--- config.mk ---
export PLATFORM = sky130hd
export DESIGN_NAME = pipeline_ctrl
export DESIGN_NICKNAME = d
export VERILOG_FILES = /design/src/rtl/pipeline_ctrl.sv
export SDC_FILE = /design/constraint.sdc
export NUM_CORES = 1
export LEC_CHECK = 0
export BUFFER_PORTS_ARGS = -buffer_cell sky130_fd_sc_hd__buf_2
export CORE_UTILIZATION = 30
export DETAILED_ROUTE_END_ITERATION = 16
export SKIP_CTS_REPAIR_TIMING = 1
export SYNTH_ARGS = -nofsm -noshare
export SYNTH_HDL_FRONTEND = slang
export SYNTH_SLANG_ARGS = --single-unit
--- constraint.sdc ---
create_clock -name CLK -period 3.8 [get_ports CLK]
set_clock_uncertainty 0.15 [all_clocks]
set_input_delay 0.19 -clock CLK [delete_from_list [all_inputs] [get_ports CLK]]
set_output_delay 0.19 -clock CLK [all_outputs]
set_load 0.005 [all_outputs]
--- src/rtl/pipeline_ctrl.sv ---
// ---------------------------------------------------------------------------
// pipeline_ctrl
//   Central sequencing controller for a 5-stage pipeline. Combines the
//   instruction/data cache completions, load-use hazards, taken-branch/jump
//   redirects and HALT into per-latch enable and flush strobes plus the PC
//   load enable. Early cache completions are remembered (i_held / d_held)
//   so the caches are not asked again while the other side is still busy.
//   Saturating performance counters track cycles, stalls and flushes.
//
// Ports
//   CLK, nRST                     clock, asynchronous active-low reset
//   ihit, dhit                    icache / dcache completion this cycle
//   exmem_dREN, exmem_dWEN        MEM-stage instruction accesses dmem
//   exmem_pcsrc                   MEM stage resolved a taken redirect
//   idex_MemtoReg, idex_wsel      EX-stage load and its destination
//   ifid_rs, ifid_rt              ID-stage source registers
//   memwb_halt                    WB-stage instruction is HALT
//   pc_en                         PC load enable
//   ifid/idex/exmem/memwb_en      latch enables
//   ifid/idex/exmem_flush         latch loads a bubble on this edge
//   imem_mask, dmem_mask          suppress re-request of a captured access
//   halt                          sticky processor halt
//   cycle_cnt, stall_cnt, flush_cnt  saturating perf counters
//   state_dbg                     current FSM state (1 = HALTED)
//
// Handshake: ihit/dhit are per-cycle completion indications from the
// caches. The pipeline advances (adv) only in a cycle where both the fetch
// and any outstanding data access are complete, either now or earlier
// (held). A held completion is consumed by the advance that uses it.
// ---------------------------------------------------------------------------
module pipeline_ctrl #(
  parameter int REG_W = 5,
  parameter int CNT_W = 32
) (
  input  logic             CLK,
  input  logic             nRST,
  input  logic             ihit,
  input  logic             dhit,
  input  logic             exmem_dREN,
  input  logic             exmem_dWEN,
  input  logic             exmem_pcsrc,
  input  logic             idex_MemtoReg,
  input  logic [REG_W-1:0] idex_wsel,
  input  logic [REG_W-1:0] ifid_rs,
  input  logic [REG_W-1:0] ifid_rt,
  input  logic             memwb_halt,
  output logic             pc_en,
  output logic             ifid_en,
  output logic             idex_en,
  output logic             exmem_en,
  output logic             memwb_en,
  output logic             ifid_flush,
  output logic             idex_flush,
  output logic             exmem_flush,
  output logic             imem_mask,
  output logic             dmem_mask,
  output logic             halt,
  output logic [CNT_W-1:0] cycle_cnt,
  output logic [CNT_W-1:0] stall_cnt,
  output logic [CNT_W-1:0] flush_cnt,
  output logic             state_dbg
);

  typedef enum logic {RUN = 1'b0, HALTED = 1'b1} state_t;

  localparam logic [CNT_W-1:0] CNT_ONE = {{(CNT_W-1){1'b0}}, 1'b1};

  state_t state_q, state_d;
  logic   i_held, d_held;

  logic run, mem_req, i_ok, d_ok, adv;
  logic load_use, redirect, lu_stall, stall_evt;

  // Next-state and strobe generation.
  always_comb begin
    state_d     = state_q;
    run         = 1'b0;
    mem_req     = 1'b0;
    i_ok        = 1'b0;
    d_ok        = 1'b0;
    adv         = 1'b0;
    load_use    = 1'b0;
    redirect    = 1'b0;
    lu_stall    = 1'b0;
    stall_evt   = 1'b0;
    pc_en       = 1'b0;
    ifid_en     = 1'b0;
    idex_en     = 1'b0;
    exmem_en    = 1'b0;
    memwb_en    = 1'b0;
    ifid_flush  = 1'b0;
    idex_flush  = 1'b0;
    exmem_flush = 1'b0;
    imem_mask   = 1'b0;
    dmem_mask   = 1'b0;

    // nRST gates everything so strobes are quiet while reset is held,
    // even though the state register already sits in RUN.
    run      = (state_q == RUN) && nRST;
    mem_req  = exmem_dREN | exmem_dWEN;
    i_ok     = ihit | i_held;
    d_ok     = !mem_req | dhit | d_held;
    adv      = run & i_ok & d_ok;
    load_use = idex_MemtoReg && (idex_wsel != '0) &&
               ((idex_wsel == ifid_rs) || (idex_wsel == ifid_rt));
    redirect = adv & exmem_pcsrc;
    // Redirect squashes the dependent instruction anyway, so it wins.
    lu_stall = adv & load_use & !exmem_pcsrc;
    stall_evt = run & (!adv | lu_stall);

    pc_en       = adv & !lu_stall;
    ifid_en     = adv & !lu_stall;
    idex_en     = adv;
    exmem_en    = adv;
    memwb_en    = adv;
    ifid_flush  = redirect;
    idex_flush  = redirect | lu_stall;
    exmem_flush = redirect;

    imem_mask = i_held & run;
    dmem_mask = d_held & run;

    if (adv && memwb_halt) state_d = HALTED;
  end

  assign halt      = (state_q == HALTED);
  assign state_dbg = state_q;

  always_ff @(posedge CLK or negedge nRST) begin
    if (!nRST) begin
      state_q <= RUN;
    end else begin
      state_q <= state_d;
    end
  end

  // Held completion flags: remember a completion that arrived in a cycle
  // that could not advance; the next advance consumes it.
  always_ff @(posedge CLK or negedge nRST) begin
    if (!nRST) begin
      i_held <= 1'b0;
      d_held <= 1'b0;
    end else begin
      if (adv)              i_held <= 1'b0;
      else if (run && ihit) i_held <= 1'b1;
      if (adv)                         d_held <= 1'b0;
      else if (run && mem_req && dhit) d_held <= 1'b1;
    end
  end

  // Saturating performance counters.
  always_ff @(posedge CLK or negedge nRST) begin
    if (!nRST) begin
      cycle_cnt <= '0;
      stall_cnt <= '0;
      flush_cnt <= '0;
    end else begin
      if (run && (cycle_cnt != '1))       cycle_cnt <= cycle_cnt + CNT_ONE;
      if (stall_evt && (stall_cnt != '1)) stall_cnt <= stall_cnt + CNT_ONE;
      if (redirect && (flush_cnt != '1))  flush_cnt <= flush_cnt + CNT_ONE;
    end
  end

endmodule

# Word-level counts from Yosys, hierarchy flattened
# Cells that the tools add are included.
# W data, S select, Z words.
dict set report totals {
  output_inout_bits 108
  input_bits 24
  word_cells 52
  reg_bits 99
}
dict set report op_classes {
  bitwise_logic 16
  reduce_logical 18
  addsub 3
  muxes 4
  eq_ne 5
}
# operator n
set op_table {}
lappend op_table {{$add A32 B1 Y32 const B} 3}
lappend op_table {{$ne A32 B32 Y1 const B} 3}
lappend op_table {{$eq A5 B5 Y1} 2}
lappend op_table {{$logic_and A1 B1 Y1} 10}
lappend op_table {{$and A1 B1 Y1} 9}
lappend op_table {{$or A1 B1 Y1} 6}
lappend op_table {{$reduce_bool A5 Y1} 1}
lappend op_table {{$logic_not A1 Y1} 4}
lappend op_table {{$mux W1} 4}
lappend op_table {{$reduce_bool A2 Y1} 2}
lappend op_table {{$logic_or A1 B1 Y1} 1}
lappend op_table {{$not A1 Y1} 1}

# Logic depth before layout (Yosys ltp)
dict set report logic_depth {
  ltp_word 10
  depth_mapped 8
  ltp_nobuf 7
}

# Least setup slack after synthesis
# Ideal clock, no wire load.
dict set report synth_path {
  path_type {register -> register}
  startpoint {register stall_cnt[0]}
  endpoint {register stall_cnt[1]}
  n_path_buf 1
  stages_incl_launch_ff 8
  setup_time_ps 127
  arrival_ps 2010
  slack_ps 1513
  t_required_ps 3523
  synth_period_minus_slack_ps 2287
  cell_sequence {dfrtp_1 -> ha_1 -> and4_1 -> nor4b_4 -> and3_1 -> a211o_1 -> buf_4 -> mux2_1}
}
dict set report synth_via {
  elab_chain_cells 2
  word_cells_on_any_way 3
  cone_classes {add/sub (1); eq/ne (1); reduce/logical (1)}
}
# element line_no
set synth_lines {}
lappend synth_lines {{start: declaration} 59} ;# output logic [CNT_W-1:0] stall_cnt,
lappend synth_lines {{start signal: assignment} 159} ;# if (stall_evt && (stall_cnt != '1)) stall_cnt <= stall_cnt + CNT_ONE;
lappend synth_lines {{branches (longest 2 deep; another with $add A32 B1 Y32)} -}
# Several ways; the timed one is not identified.
# A chain may end at the register's enable or synchronous reset.

# Worst setup path after layout
# Ends and elaborated chain as after synthesis.

==> summary.txt <==
Register share of total power - 46.4%
HP Class - input pin to register
Via count - 3921
Worst r2r src - stall_cnt[0]
Clock share of power - 37.7%
CORE AREA - 16000 µm²
Worst R2R End - stall_cnt[1]
Met1 wire length - 5449 µm
WP data arrival - 3.06 ns
Starting Density - 30.94%
Seq/Total Area, Yosys - 50.05%
LEAKAGE - 0.002947 µW
Worst path required time - 3.88 ns
RSZ-0062 raised after global routing - no
Max-Cap Viols - 0
Switching power total - 791.1 µW
Final wirelength - 11810 µm
Setup violators final - 0
Clock Path Buffers - 2
Sw frac - 28.10%
Die H - 130.5 µm
Vias in the first global route - 3737
Die width - 130.5 µm
Worst hold path depth - 3
Dpl hpwl - 8801 µm
Hold slack final - -0.007430 ns
Met2 Wirelength - 5570 µm
Slew @ Worst Pin - 1.045 ns
Num rows - 46
Distinct cell type count after synthesis - 47
R2r setup slk - 0.82 ns
Crit path to - stall_cnt[1]
Post-Syn Area - 4950 µm²
Top cell type's share of synthesized area - 50.05%
Yosys reg bits - 99
Syn nets - 491
Global route overflow - 0
Routed WL per cell - 14.36 µm
Slew Limit Headroom - 30.35%
Outcome - finished, violations left
Final Max Slew Viols - 0
First drt pass iteration count - 4
Post-synthesis area per instance - 10.67 µm²
Finished Core Util - 38.79%
TritonCTS Sinks - 99
Synth Warn # - 0
CTS tree - done
Fin Setup TNS - 0 ns
Count leader, synth - dfrtp_1
Comb pwr share - 15.9%
Synth cell count leaders - dfrtp_1 (99), xnor2_1 (62), nand2_1 (47)
Final min period - 2.984 ns
Post-synth EDFFs - 0
CP Capture Type - register
Fmax - 335.1 MHz
Failing checks - hold timing
Hold Fails Final Rpt - 1
Final period util - 78.52%
Worst Setup SP - stall_cnt[0]
Initial DRC count - 164
Met3 routed WL - 628 µm
Setup CP Type - register to register
Internal power - 2024 µW
Insertion delay of the later-clocked pin in the worst-skew pair - 0.34 ns
All-Layer GR Usage - 14.34%
Share of cells above drive strength 1 - 28.05%
Initial antenna violation count - 0
Clk pin slew, worst setup/hold paths - 0.07 ns
Placer Congestion - 0.8185
Vias per cell - 4.770
Root Buffer - clkbuf_16
Power per cell area - 453.5 nW/µm²
First-pass GRT wire length - 19060 µm
Routed Antenna Nets - 0
Top-level I/O count - 132
PortBufs - 131
Cell total after placement - 804
VDD IR-drop max - 0.2658 mV
Top post-synthesis cells by area - dfrtp_1 (50%), xnor2_1 (11%), xor2_1 (6.7%), nand4_1 (4.9%), nand2_1 (3.6%)
Cell Count, Final, Fillers Out - 822
Fraction of registers with async set/reset - 100.0%
Highest Signal Layer - met4
H-Tree Depth - 3
Cells after Synth - 464
Largest net degree at the start of global routing - 82
Startpoint Class - register
Number of antenna repair diodes - 0
Crit-path max FO - 21
CTS buffer count - 9
Ys flop type - dfrtp_1
Final #Nets - 628
Die Footprint - 17020 µm²
Reg2Reg Depth - 6
Area leader, netlist - dfrtp_1
# DRC - 0
Layout Area Growth over Synthesis - 25.40%
layout make-up:
cell class / count / area (µm²)
clock buffer: 9 / 225.2
inverter: 9 / 33.78
clock inverter: 7 / 123.9
timing repair buffer: 138 / 715.7
tap: 216 / 270.3
sequential: 99 / 2477
multi-input combinational: 344 / 2361
fill: 1617 / 9793
state kept, by name, indices dropped and copies added, names as in the netlist:
register / flops
i_held: 1
stall_cnt: 32
d_held: 1
cycle_cnt: 32
halt: 1
flush_cnt: 32
cells in the final DEF (no fill, tap or decap), drive strengths merged, types with 2 or more instances in the layout:
cell type / count
a21oi: 3
bufinv: 3
nor2b: 4
dfrtp: 99
ha: 3
and2: 9
nand2: 47
and3: 14
nor4b: 2
a31oi: 4
nor4: 9
inv: 11
or4: 2
dlygate4sd3: 2
xnor2: 62
nor2: 32
or2: 4
xor2: 38
nand4: 40
nor3b: 2
and4: 9
a21o: 2
nand3: 26
mux2: 3
nor3: 15
o21ai: 3
clkbuf: 9
buf: 136
power by group through the flow:
stage                     clock (µW)  sequential (µW)  combinational (µW)
after floorplan                    0             1310                 250
after global placement             0             1320                 451
after detailed placement           0             1330                 457
after CTS                       1090             1310                 459
after global routing            1140             1330                 504
final                           1060             1310                 448
kinds of logic (layout without fill, tap and decap cells):
group	count (synthesis)	count (layout)	share of synthesized area, %
XOR/XNOR	100	100	17.69
adder cells (fa/ha/maj)	3	3	0.7584
AO/OA/AOI/OAI	20	20	3.514
AND/OR/NAND/NOR	217	217	24.85
flip-flops	99	99	50.05
buffers and inverters	21	163	2.250
multiplexers	4	4	0.8847
metrics by stage:
stage / total power, µW / setup slack [ns] / area, µm²
final: 2815 / 0.8161 / 6207
after global routing: 2968 / 0.6079 / 6207
after CTS: 2859 / 0.7876 / 6187
after detailed placement: 1783 / 0.7945 / 5838
after global placement: 1768 / 0.9705 / 5838
after floorplan: 1557 / 1.513 / 4950
how the worst min path moves through the flow:
stage,from,end
2_1_floorplan,nRST,cycle_cnt[0]
3_3_place_gp,nRST,flush_cnt[3]
3_5_place_dp,nRST,flush_cnt[4]
4_1_cts,nRST,flush_cnt[5]
5_1_grt,ihit,i_held
6_report,ihit,i_held
critical path, stage by stage (launching register included):
cell,delay [ns]
dfrtp_1,0.43
ha_1,0.20
and4_1,0.27
nor4b_4,0.50
and3_1,0.26
a211o_1,0.66
mux2_1,0.38
per-layer routing:
layer  track usage, %  vias up
li1                 -     1889
met1            18.70     1908
met3            3.339       13
met5                0        -
met2            23.22      111
met4            5.274        0
Power figures use the tool's default switching activity.
